--- src/rtl/alu_pkg.sv ---
// Shared codes, error encodings and FSM state type for the iterative ALU.
package alu_pkg;

  localparam logic [3:0] DTYPE_U = 4'h1;
  localparam logic [3:0] DTYPE_S = 4'h2;

  localparam logic [4:0] OP_ADD = 5'h01;
  localparam logic [4:0] OP_SUB = 5'h02;
  localparam logic [4:0] OP_MUL = 5'h04;
  localparam logic [4:0] OP_DIV = 5'h08;

  localparam logic [1:0] ERR_OK      = 2'b00;
  localparam logic [1:0] ERR_INVALID = 2'b01;
  localparam logic [1:0] ERR_DIV0    = 2'b10;
  localparam logic [1:0] ERR_OVF     = 2'b11;

  localparam logic MODE_MUL = 1'b0;
  localparam logic MODE_DIV = 1'b1;

  typedef enum logic [1:0] {
    StIdle,
    StArith,
    StIter,
    StFix
  } alu_state_e;

  function automatic logic code_valid(input logic [3:0] dtype, input logic [4:0] op);
    return ((dtype == DTYPE_U) || (dtype == DTYPE_S)) &&
           ((op == OP_ADD) || (op == OP_SUB) || (op == OP_MUL) || (op == OP_DIV));
  endfunction

endpackage

--- src/rtl/alu_iter_engine.sv ---
// Shared shift datapath: shift-add multiply or restoring divide on W-bit magnitudes.
module alu_iter_engine
  import alu_pkg::*;
#(
  parameter int unsigned W = 16
) (
  input  logic           clk,
  input  logic           n_rst,
  input  logic           load,
  input  logic           mode,
  input  logic [W-1:0]   a_mag,
  input  logic [W-1:0]   b_mag,
  input  logic           step,
  output logic [2*W-1:0] out
);

  logic [W-1:0] hi_q, hi_d;
  logic [W-1:0] lo_q, lo_d;
  logic [W-1:0] m_q;
  logic         mode_q;

  logic [W:0]   sum;
  logic [W:0]   shifted;
  logic [W-1:0] trial;

  always_comb begin
    sum     = {1'b0, hi_q} + (lo_q[0] ? {1'b0, m_q} : '0);
    shifted = {hi_q, lo_q[W-1]};
    trial   = shifted[W-1:0] - m_q;
    hi_d    = hi_q;
    lo_d    = lo_q;
    if (load) begin
      hi_d = '0;
      lo_d = a_mag;
    end else if (step) begin
      if (mode_q == MODE_DIV) begin
        // Partial remainder lives in hi, quotient bits shift into lo.
        if (shifted >= {1'b0, m_q}) begin
          hi_d = trial;
          lo_d = {lo_q[W-2:0], 1'b1};
        end else begin
          hi_d = shifted[W-1:0];
          lo_d = {lo_q[W-2:0], 1'b0};
        end
      end else begin
        hi_d = sum[W:1];
        lo_d = {sum[0], lo_q[W-1:1]};
      end
    end
  end

  always_ff @(posedge clk or negedge n_rst) begin
    if (!n_rst) begin
      hi_q   <= '0;
      lo_q   <= '0;
      m_q    <= '0;
      mode_q <= MODE_MUL;
    end else begin
      hi_q <= hi_d;
      lo_q <= lo_d;
      if (load) begin
        m_q    <= b_mag;
        mode_q <= mode;
      end
    end
  end

  // Divide presents {quotient, remainder}; multiply presents the full product.
  assign out = (mode_q == MODE_DIV) ? {lo_q, hi_q} : {hi_q, lo_q};

endmodule

--- src/rtl/alu_iter.sv ---
// Multi-cycle integer ALU: add/sub in one cycle, mul/div via a shared W-step engine.
module alu_iter
  import alu_pkg::*;
#(
  parameter int unsigned W = 16
) (
  input  logic           clk,
  input  logic           n_rst,
  input  logic           start,
  input  logic [3:0]     dtype,
  input  logic [4:0]     op,
  input  logic [W-1:0]   src1,
  input  logic [W-1:0]   src2,
  output logic           busy,
  output logic           done,
  output logic [2*W-1:0] result,
  output logic [1:0]     err
);

  localparam int unsigned CntW = $clog2(W) + 1;
  localparam logic [CntW-1:0] CntLast = CntW'(W - 1);
  localparam logic [W-1:0] MinVal = {1'b1, {(W-1){1'b0}}};

  alu_state_e state_q, state_d;
  logic [CntW-1:0] cnt_q, cnt_d;
  logic [W-1:0]    a_q, b_q;
  logic [3:0]      dtype_q;
  logic [4:0]      op_q;
  logic [2*W-1:0]  result_q, result_d;
  logic [1:0]      err_q, err_d;
  logic            done_q, done_d;

  logic            accept, step;
  logic            in_sgn;
  logic [W-1:0]    mag1, mag2;
  logic [2*W-1:0]  eng_out;

  logic            sgn, neg_ab, neg_a;
  logic [2*W-1:0]  ext_a, ext_b;
  logic [W-1:0]    quo, rem;

  // Magnitudes are formed from the raw inputs so the engine loads on the accept edge.
  always_comb begin
    in_sgn = (dtype == DTYPE_S);
    mag1   = (in_sgn && src1[W-1]) ? -src1 : src1;
    mag2   = (in_sgn && src2[W-1]) ? -src2 : src2;
  end

  alu_iter_engine #(
    .W (W)
  ) u_engine (
    .clk   (clk),
    .n_rst (n_rst),
    .load  (accept),
    .mode  (op == OP_DIV ? MODE_DIV : MODE_MUL),
    .a_mag (mag1),
    .b_mag (mag2),
    .step  (step),
    .out   (eng_out)
  );

  always_comb begin
    sgn    = (dtype_q == DTYPE_S);
    neg_a  = sgn && a_q[W-1];
    neg_ab = sgn && (a_q[W-1] ^ b_q[W-1]);
    ext_a  = sgn ? {{W{a_q[W-1]}}, a_q} : {{W{1'b0}}, a_q};
    ext_b  = sgn ? {{W{b_q[W-1]}}, b_q} : {{W{1'b0}}, b_q};
    quo    = neg_ab ? -eng_out[2*W-1:W] : eng_out[2*W-1:W];
    rem    = neg_a ? -eng_out[W-1:0] : eng_out[W-1:0];
  end

  always_comb begin
    state_d  = state_q;
    cnt_d    = cnt_q;
    result_d = result_q;
    err_d    = err_q;
    done_d   = 1'b0;
    accept   = 1'b0;
    step     = 1'b0;
    unique case (state_q)
      StIdle: begin
        if (start) begin
          accept = 1'b1;
          cnt_d  = '0;
          if (!code_valid(dtype, op) || (op == OP_ADD) || (op == OP_SUB) ||
              ((op == OP_DIV) && (src2 == '0))) begin
            state_d = StArith;
          end else begin
            state_d = StIter;
          end
        end
      end
      StArith: begin
        done_d  = 1'b1;
        state_d = StIdle;
        if (!code_valid(dtype_q, op_q)) begin
          err_d    = ERR_INVALID;
          result_d = '0;
        end else if (op_q == OP_DIV) begin
          err_d    = ERR_DIV0;
          result_d = {{W{1'b1}}, a_q};
        end else if (op_q == OP_SUB) begin
          err_d    = ERR_OK;
          result_d = ext_a - ext_b;
        end else begin
          err_d    = ERR_OK;
          result_d = ext_a + ext_b;
        end
      end
      StIter: begin
        step = 1'b1;
        if (cnt_q == CntLast) begin
          state_d = StFix;
        end else begin
          cnt_d = cnt_q + 1'b1;
        end
      end
      StFix: begin
        done_d  = 1'b1;
        state_d = StIdle;
        err_d   = ERR_OK;
        if (op_q == OP_MUL) begin
          result_d = neg_ab ? -eng_out : eng_out;
        end else if (sgn && (a_q == MinVal) && (b_q == '1)) begin
          err_d    = ERR_OVF;
          result_d = {MinVal, {W{1'b0}}};
        end else begin
          result_d = {quo, rem};
        end
      end
      default: state_d = StIdle;
    endcase
  end

  always_ff @(posedge clk or negedge n_rst) begin
    if (!n_rst) begin
      state_q  <= StIdle;
      cnt_q    <= '0;
      a_q      <= '0;
      b_q      <= '0;
      dtype_q  <= '0;
      op_q     <= '0;
      result_q <= '0;
      err_q    <= ERR_OK;
      done_q   <= 1'b0;
    end else begin
      state_q  <= state_d;
      cnt_q    <= cnt_d;
      result_q <= result_d;
      err_q    <= err_d;
      done_q   <= done_d;
      if (accept) begin
        a_q     <= src1;
        b_q     <= src2;
        dtype_q <= dtype;
        op_q    <= op;
      end
    end
  end

  assign busy   = (state_q != StIdle);
  assign done   = done_q;
  assign result = result_q;
  assign err    = err_q;

endmodule

--- config.mk ---
export PLATFORM = sky130hd
export DESIGN_NAME = alu_iter
export DESIGN_NICKNAME = d
export VERILOG_FILES = /design/src/rtl/alu_pkg.sv /design/src/rtl/alu_iter_engine.sv /design/src/rtl/alu_iter.sv
export SDC_FILE = /design/constraint.sdc
export NUM_CORES = 1
export LEC_CHECK = 0
export BUFFER_PORTS_ARGS = -buffer_cell sky130_fd_sc_hd__buf_2
export CORE_UTILIZATION = 54
export CTS_BUF_LIST = sky130_fd_sc_hd__clkbuf_4
export DETAILED_ROUTE_END_ITERATION = 8
export HOLD_SLACK_MARGIN = 0.03
export PLACE_DENSITY_LB_ADDON = 0.12
export SLEW_MARGIN = 20
export SYNTH_ARGS = -nofsm -noshare
export SYNTH_HDL_FRONTEND = slang
export SYNTH_SLANG_ARGS = --single-unit
export TNS_END_PERCENT = 30
--- constraint.sdc ---
create_clock -name clk -period 8.6 [get_ports clk]
set_input_delay 0.43 -clock clk [delete_from_list [all_inputs] [get_ports clk]]
set_output_delay 0.43 -clock clk [all_outputs]
set_load 0.02 [all_outputs]
==> results of run 1 <==
## cell type report
cell class / count / area (um^2) / area share
clock inverter: 14 / 104 / 0.00777
inverter: 65 / 244 / 0.0182
clock buffer: 17 / 128 / 0.00955
antenna: 3 / 7.51 / 0.000561
timing repair buffer: 92 / 502 / 0.0375
sequential: 131 / 3280 / 0.246
tap: 313 / 392 / 0.0293
multi-input combinational: 1372 / 8710 / 0.652
## worst min-delay path: cells and delay by family
family	cells	cell delay, ns
AND/OR/NAND/NOR	2	0.09
buffers and inverters	1	0.09
## worst max-delay path by stage
stage	slack (ns)	cells after the start	end	start
final	4.14	14	result[28]	b_q[0]
after global routing	3.69	14	result[28]	op_q[4]
after CTS	4.28	15	result[28]	b_q[0]
after detailed placement	4.30	14	result[28]	b_q[0]
after global placement	4.40	13	result[28]	op_q[4]
after floorplan	4.73	17	result[28]	op_q[4]
## cell usage in the layout, fill, tap and decap left out, types with 12 or more instances in the layout
| master | netlist | routed |
|---|---|---|
| a211o_1 | 13 | 13 |
| a211oi_1 | 14 | 14 |
| a21boi_0 | 12 | 12 |
| a21o_1 | 19 | 19 |
| a21oi_1 | 149 | 149 |
| a31oi_1 | 18 | 18 |
| and2_1 | 20 | 19 |
| and3_1 | 13 | 13 |
| buf_2 | 16 | 78 |
| buf_4 | 0 | 12 |
| clkbuf_4 | 0 | 17 |
| dfrtp_1 | 131 | 129 |
| ha_1 | 71 | 71 |
| inv_1 | 63 | 63 |
| mux2i_1 | 46 | 46 |
| nand2_1 | 244 | 243 |
| nand2b_1 | 14 | 14 |
| nand3_1 | 27 | 27 |
| nand4_1 | 21 | 21 |
| nor2_1 | 124 | 123 |
| nor3_1 | 46 | 46 |
| nor4_1 | 18 | 17 |
| o211ai_1 | 13 | 13 |
| o21a_1 | 19 | 19 |
| o21ai_0 | 156 | 155 |
| o22ai_1 | 12 | 12 |
| o31ai_1 | 19 | 19 |
| or3_1 | 18 | 18 |
| xnor2_1 | 58 | 58 |
| xor2_1 | 48 | 48 |
## cell families after synthesis
family                   count (synthesis)  share of synthesized area
AO/OA/AOI/OAI                          529                      0.263
XOR/XNOR                               106                     0.0734
adder cells (fa/ha/maj)                 74                     0.0750
buffers and inverters                  164                     0.0533
flip-flops                             131                      0.259
multiplexers                            49                     0.0391
AND/OR/NAND/NOR                        614                      0.238
## cells in the mapped netlist, drive strengths merged, types with 10 or more instances
library cell / instances / area (um^2)
a211oi: 14 / 105
or3: 18 / 113
inv: 64 / 240
a21o: 19 / 143
nor3b: 11 / 82.6
a211o: 13 / 114
nand4: 22 / 144
buf: 27 / 159
nand2b: 14 / 87.6
nor2: 127 / 489
nand2: 244 / 916
clkbuf: 72 / 272
o21a: 19 / 143
o31ai: 19 / 143
xor2: 48 / 420
o22ai: 14 / 100
and2: 21 / 131
a31oi: 20 / 146
ha: 71 / 888
xnor2: 58 / 508
nor3: 49 / 260
o211ai: 13 / 97.6
and3: 13 / 81.3
a21boi: 12 / 90.1
dfrtp: 131 / 3280
a21oi: 149 / 746
nor4: 22 / 180
or2: 10 / 62.6
o21ai: 162 / 822
nand3: 27 / 135
mux2i: 46 / 460
## stage by stage
stage,util,power (uW)
6_report,0.587,2190
5_1_grt,0.587,2330
4_1_cts,0.587,2170
3_5_place_dp,0.576,1780
3_3_place_gp,0.576,1770
2_1_floorplan,-,1490
## sequential cells by signal, indices dropped and copies added, names as in the netlist
name / cells
done: 1
a_q: 16
op_q: 5
u_engine.mode_q: 1
err: 2
result: 32
cnt_q: 5
u_engine.hi_q: 16
u_engine.lo_q: 16
dtype_q: 4
u_engine.m_q: 15
state_q: 2
b_q: 16
## what timing repair did
action | 4_1_cts | 5_1_grt
hold buffers | 1 | 0
hold endpoints to repair | 87 | 0
setup endpoints to repair | 0 | 0
## power breakdown
| group | internal, uW | leakage [uW] | switching [uW] |
|---|---|---|---|
| registers | 692 | 0.00166 | 127 |
| clock network | 115 | 0.000116 | 275 |
| logic | 362 | 0.00403 | 620 |
## per-layer routing
metal / part of all wire / GRT usage / vias to the layer above
met5: 0 / 0 / -
met4: 0.025 / 0.115 / 0
met3: 0.087 / 0.0476 / 75
met2: 0.43 / 0.536 / 635
met1: 0.46 / 0.525 / 6053
li1: - / - / 6053
==> results by group, run 1 <==
CTS
  – CTS tree: done
  – Clock transition at path regs: 0.15 ns
  – CTS root buffer: clkbuf_4
  – Longest Clk Path Bufs: 2
  – Clock Sinks: 131
  – Num CTS Buffers: 17
  – Worst skew pair latency: 0.58 ns
  – PostCTS Resize Cnt: 0
  – Postcts setup bufs: 0
  – H-tree depth: 4

Detailed routing
  – Residual DRC: 0
  – Drt wl/cell: 21.1 um
  – Routed via count: 12,800
  – Routed WL: 42,300 um
  – Routed Antenna Nets: 0
  – Drt via density: 6.39
  – DRT Pass-1 Iters: 6
  – Starting DRT DRC Count: 1,368

Hold path
  – Hold Path Depth: 3
  – Startpoint of the worst hold path: op[0]
  – Hold Path Sink: op_q[0]
  – Min-Delay Path Class: input pin to flip-flop

Yosys
  – Post-Syn Area: 12,700 um^2
  – Syn. warnings: 0
  – Synthesized instance count: 1,667
  – EDFF count, synth: 0
  – Synth Net Count: 1,785
  – Synth Area per Inst: 7.59 um^2
  – #FFs+latches synth: 131
  – Post-synthesis sequential area ratio: 0.259
  – Synth cell types: 89
  – Top FF cell, synth: dfrtp_1
  – Async set or reset register ratio after synthesis: 1.00

Power and ir drop
  – Max IR drop VDD: 0.0971 mV
  – LEAKAGE: 0.00580 uW
  – Power density over the cells: 164 nW/um^2

Critical path
  – Crit path buf inv count: 1
  – Crit path largest cell delay: 0.76 ns
  – Critical path class: flip-flop to flip-flop
  – RR Endpoint: result[28]
  – Critical path's top delay family: compound AO/OA/AOI/OAI gates
  – WP data arrival: 4.94 ns
  – Worst r2r src: b_q[0]
  – FF-to-FF setup slack: 4.14 ns
  – Critical Path RT: 9.08 ns
  – Startpoint types: flip-flop
  – Max FO, Critical Path: 8
  – Critical Path End Type: flip-flop
  – Critical path cell sequence: inv_1 -> ha_1 -> nand4_1 -> nor2_1 -> a211oi_1 -> a21oi_1 -> ha_1 -> nand2_1 -> nor4_1 -> nand2_1 -> o21ai_0 -> nand4_1 -> a2111oi_2 -> nor3_2
  – Critical-path top delay cell: a211oi_1
  – R2R depth: 14

Cells and area
  – Non-filler instance count after layout: 2,007
  – Area grow syn2layout: 5.69%
  – Layout fillers: 2,204
  – Share of cells above drive strength 1: 0.102
  – Final Instance Area: 13,400 um^2
  – Layout Nets: 1,797

Global route
  – Vias in the first global route: 11,600
  – GRT Total Usage: 0.356
  – Largest net degree at the start of global routing: 89
  – Grt ovf: 0
  – Initial antenna violation count: 1
  – Global-route wire length before repair: 66,100 um

Placed design
  – Placed cell count: 1,972
  – Placer congestion estimate: 0.973
  – Post-DP HPWL: 32,000 um
  – Pre-CTS setup slack: 4.30 ns
  – Placed Area: 13,100 um^2
  – Port bufs: 79

Die
  – Die ar.: 24,000 um^2
  – Num ports: 80
  – Die width: 155 um
  – Die H: 155 um
  – Initial Utilization: 0.555
  – # rows: 55
  – Core region area: 22,800 um^2

STA
  – RSZ-0062 raised after global routing: false
  – Final Hold Fails: 0
  – Worst slew pin tran: 0.987 ns
  – Max Fclk: 224 MHz
  – Slew HR: 0.342
  – Final setup fails: 0
  – Fin crit share: 0.519
  – Final setup margin: 4.14 ns
  – Min Hold Slack: 0.0585 ns
  – Fin Clk Skew: 0.0350 ns
  – Pins Over Slew Limit: 0
  – Fin crit period: 4.46 ns
  – Setup_tns: 0 ns

Run status
  – Status: complete, no violations

Run
  – Maxcap violations: 0
Note: power is estimated with default switching activity, not from simulation.
==> inputs of run 2 (changes only) <==
Clock period 8.6 ns to 3.87 ns, I/O delays scaled along.
==> results by group, run 2 (synthesis gave the netlist of run 1 again) <==
Detailed routing
  – Routed WL: 44,100 um (+4.4%)
  – Drt wl/cell: 20.8 um (-1.1%)
  – Routed via count: 13,400 (+4.4%)
  – Drt via density: 6.31 (-1.2%)
  – DRT Pass-1 Iters: 6 (unchanged)
  – Routed Antenna Nets: 0 (unchanged)
  – Starting DRT DRC Count: 1,432 (+4.7%)
  – Residual DRC: 0 (unchanged)

Critical path
  – Critical Path RT: 4.40 ns (-4.68 ns)
  – Startpoint types: flip-flop
  – Critical path class: flip-flop to flip-flop
  – Max FO, Critical Path: 8 (unchanged)
  – Critical Path End Type: flip-flop
  – WP data arrival: 4.27 ns (-0.67 ns)
  – FF-to-FF setup slack: 0.13 ns (-4.01 ns)

STA
  – Fin crit period: 3.74 ns (-0.721 ns)
  – Fin Clk Skew: 0.0330 ns (-0.00198 ns)
  – Pins Over Slew Limit: 0 (unchanged)
  – Fin crit share: 0.966 (+0.448)
  – Slew HR: 0.484 (+0.142)
  – Worst slew pin tran: 0.771 ns (-0.216 ns)
  – Final Hold Fails: 0 (unchanged)
  – Max Fclk: 267 MHz (+19%)
  – Min Hold Slack: 0.176 ns (+0.117 ns)
  – Final setup fails: 0 (unchanged)
  – RSZ-0062 raised after global routing: true
  – Final setup margin: 0.131 ns (-4.01 ns)

CTS
  – Worst skew pair latency: 0.59 ns (about the same)
  – CTS root buffer: clkbuf_4
  – Clock Sinks: 131 (unchanged)
  – Clock transition at path regs: 0.16 ns (about the same)
  – Longest Clk Path Bufs: 2 (unchanged)
  – CTS tree: done
  – Num CTS Buffers: 17 (unchanged)
  – H-tree depth: 4 (unchanged)

Die
  – Initial Utilization: 0.555 (unchanged)
  – Die H: 155 um (unchanged)
  – Core region area: 22,800 um^2 (unchanged)
  – Num ports: 80 (unchanged)
  – Die ar.: 24,000 um^2 (unchanged)
  – Die width: 155 um (unchanged)
  – # rows: 55 (unchanged)

Power and ir drop
  – Comb pwr share: 0.467 (+0.019)
  – LEAKAGE: 0.00639 uW (+10%)
  – Total power: 5210 uW (+140%)
  – Clk pwr share: 0.191 (+0.013)
  – NetSw: 2420 uW (+140%)
  – Sw Ratio: 0.464 (-0.00263)
  – Max IR drop VDD: 0.257 mV (+160%)
  – Sequential share of power: 0.342 (-0.032)
  – Cell-internal power: 2790 uW (+140%)
  – Power density over the cells: 360 nW/um^2 (+120%)

Cells and area
  – Final Instance Area: 14,500 um^2 (+8.2%)
  – Share of cells above drive strength 1: 0.147 (+0.0451)
  – Layout Nets: 1,909 (+6.2%)
  – Area grow syn2layout: 14.4%
  – Commonest cells after routing, fill and taps aside: nand2_1 (243), o21ai_0 (154), a21oi_1 (146)
  – Most common cell after layout, fill and taps aside: nand2_1
  – Layout fillers: 2,088 (-5.3%)
  – Max reg flops: 32 (unchanged)
  – Non-filler instance count after layout: 2,119 (+5.6%)

Run
  – Maxcap violations: 0 (unchanged)

Global route
  – Busiest grt layer: met2
  – GRT Total Usage: 0.375 (+0.0185)
  – Vias in the first global route: 12,700 (+8.9%)
  – Global-route wire length before repair: 69,400 um (+5.0%)
  – Met2 usage: 0.577 (+0.0408)
  – Largest net degree at the start of global routing: 76 (-15%)
  – GRT met1 Usage: 0.518 (-0.00747)
  – Routing usage on met3: 0.0588 (+0.0111)
  – Initial antenna violation count: 1 (unchanged)
  – Grt ovf: 0 (unchanged)

Run status
  – Status: complete, no violations

Placed design
  – Placed Area: 13,600 um^2 (+3.7%)
  – Placer congestion estimate: 0.980 (+0.68%)
  – Placed cell count: 2,036 (+3.2%)
  – Post-DP HPWL: 33,300 um (+4.1%)
  – Port bufs: 79 (unchanged)
  – Pre-CTS setup slack: -0.0141 ns (-4.32 ns)

Hold path
  – Min-Delay Path Class: input pin to async pin
==> run 2: cell count changes in the layout (fill, tap and decap cells not counted), moves of 3 or more <==
cell	previous run	this run
a21oi_1	149	146
nor2_2	3	6
inv_8	0	6
buf_4	12	82
clkinvlp_4	5	1
nor2_1	123	120
a21oi_2	0	3
dlygate4sd3_1	1	43
==> run 2: worst paths after layout <==
check                            from           endpoint  cells after the start
setup / recovery               b_q[9]         result[31]                     16
hold / removal                  n_rst  u_engine.hi_q[11]                      2
setup reg to reg               b_q[9]         result[31]                     16
hold reg to reg            result[17]         result[17]                      2
max in group asynchronous       n_rst             b_q[0]                      3
min in group clk                op[1]            op_q[1]                      4
==> run 2: repair_timing <==
action	4_1_cts	5_1_grt
resized for setup	2	22
setup endpoints to repair	1	13
pin swaps	0	11
hold buffers	43	0
buffers inserted	0	6
endpoints found under the hold margin	136	0
==> run 2: final cells by class <==
| class | count | area, um^2 | area share |
|---|---|---|---|
| multi-input cells | 1372 | 8810 | 0.609 |
| flip-flops and latches | 131 | 3280 | 0.227 |
| repair buffers | 204 | 1450 | 0.100 |
| well taps | 313 | 392 | 0.0271 |
| inverters | 65 | 244 | 0.0169 |
| clock inverters | 15 | 156 | 0.0108 |
| clock buffers | 17 | 128 | 0.00882 |
| diodes | 2 | 5.00 | 0.000346 |
==> run 2: power groups by stage <==
stage / Clock, uW / Combinational [uW] / Sequential [uW]
after floorplan: 0 / 1540 / 1760
after global placement: 0 / 2280 / 1790
after detailed placement: 0 / 2310 / 1790
after CTS: 1000 / 2350 / 1760
after global routing: 1060 / 2660 / 1800
final: 995 / 2440 / 1780
==> run 2: worst max-delay path, stage by stage (launching register included) <==
cell,delay (ns)
dfrtp_1,0.40
or4_4,0.57
nor3_4,0.21
buf_4,0.15
a211oi_2,0.06
buf_4,0.20
a21oi_1,0.13
ha_1,0.23
buf_4,0.16
nand4_1,0.15
or3_4,0.43
nor3_4,0.16
o211ai_1,0.19
a31oi_2,0.28
xnor2_1,0.14
o21ai_0,0.09
a21oi_1,0.14
==> run 2: through the flow <==
step / utilization / TNS, ns
2_1_floorplan: - / 0
3_3_place_gp: 0.597 / 0
3_5_place_dp: 0.597 / -0.0141
4_1_cts: 0.629 / 0
5_1_grt: 0.635 / -0.178
6_report: 0.635 / 0
==> run 2: per-layer routing <==
| layer | wire length, um | share of wire |
|---|---|---|
| met5 | 0 | 0 |
| met4 | 2020 | 0.046 |
| met3 | 4020 | 0.091 |
| met2 | 18800 | 0.43 |
| met1 | 19200 | 0.44 |
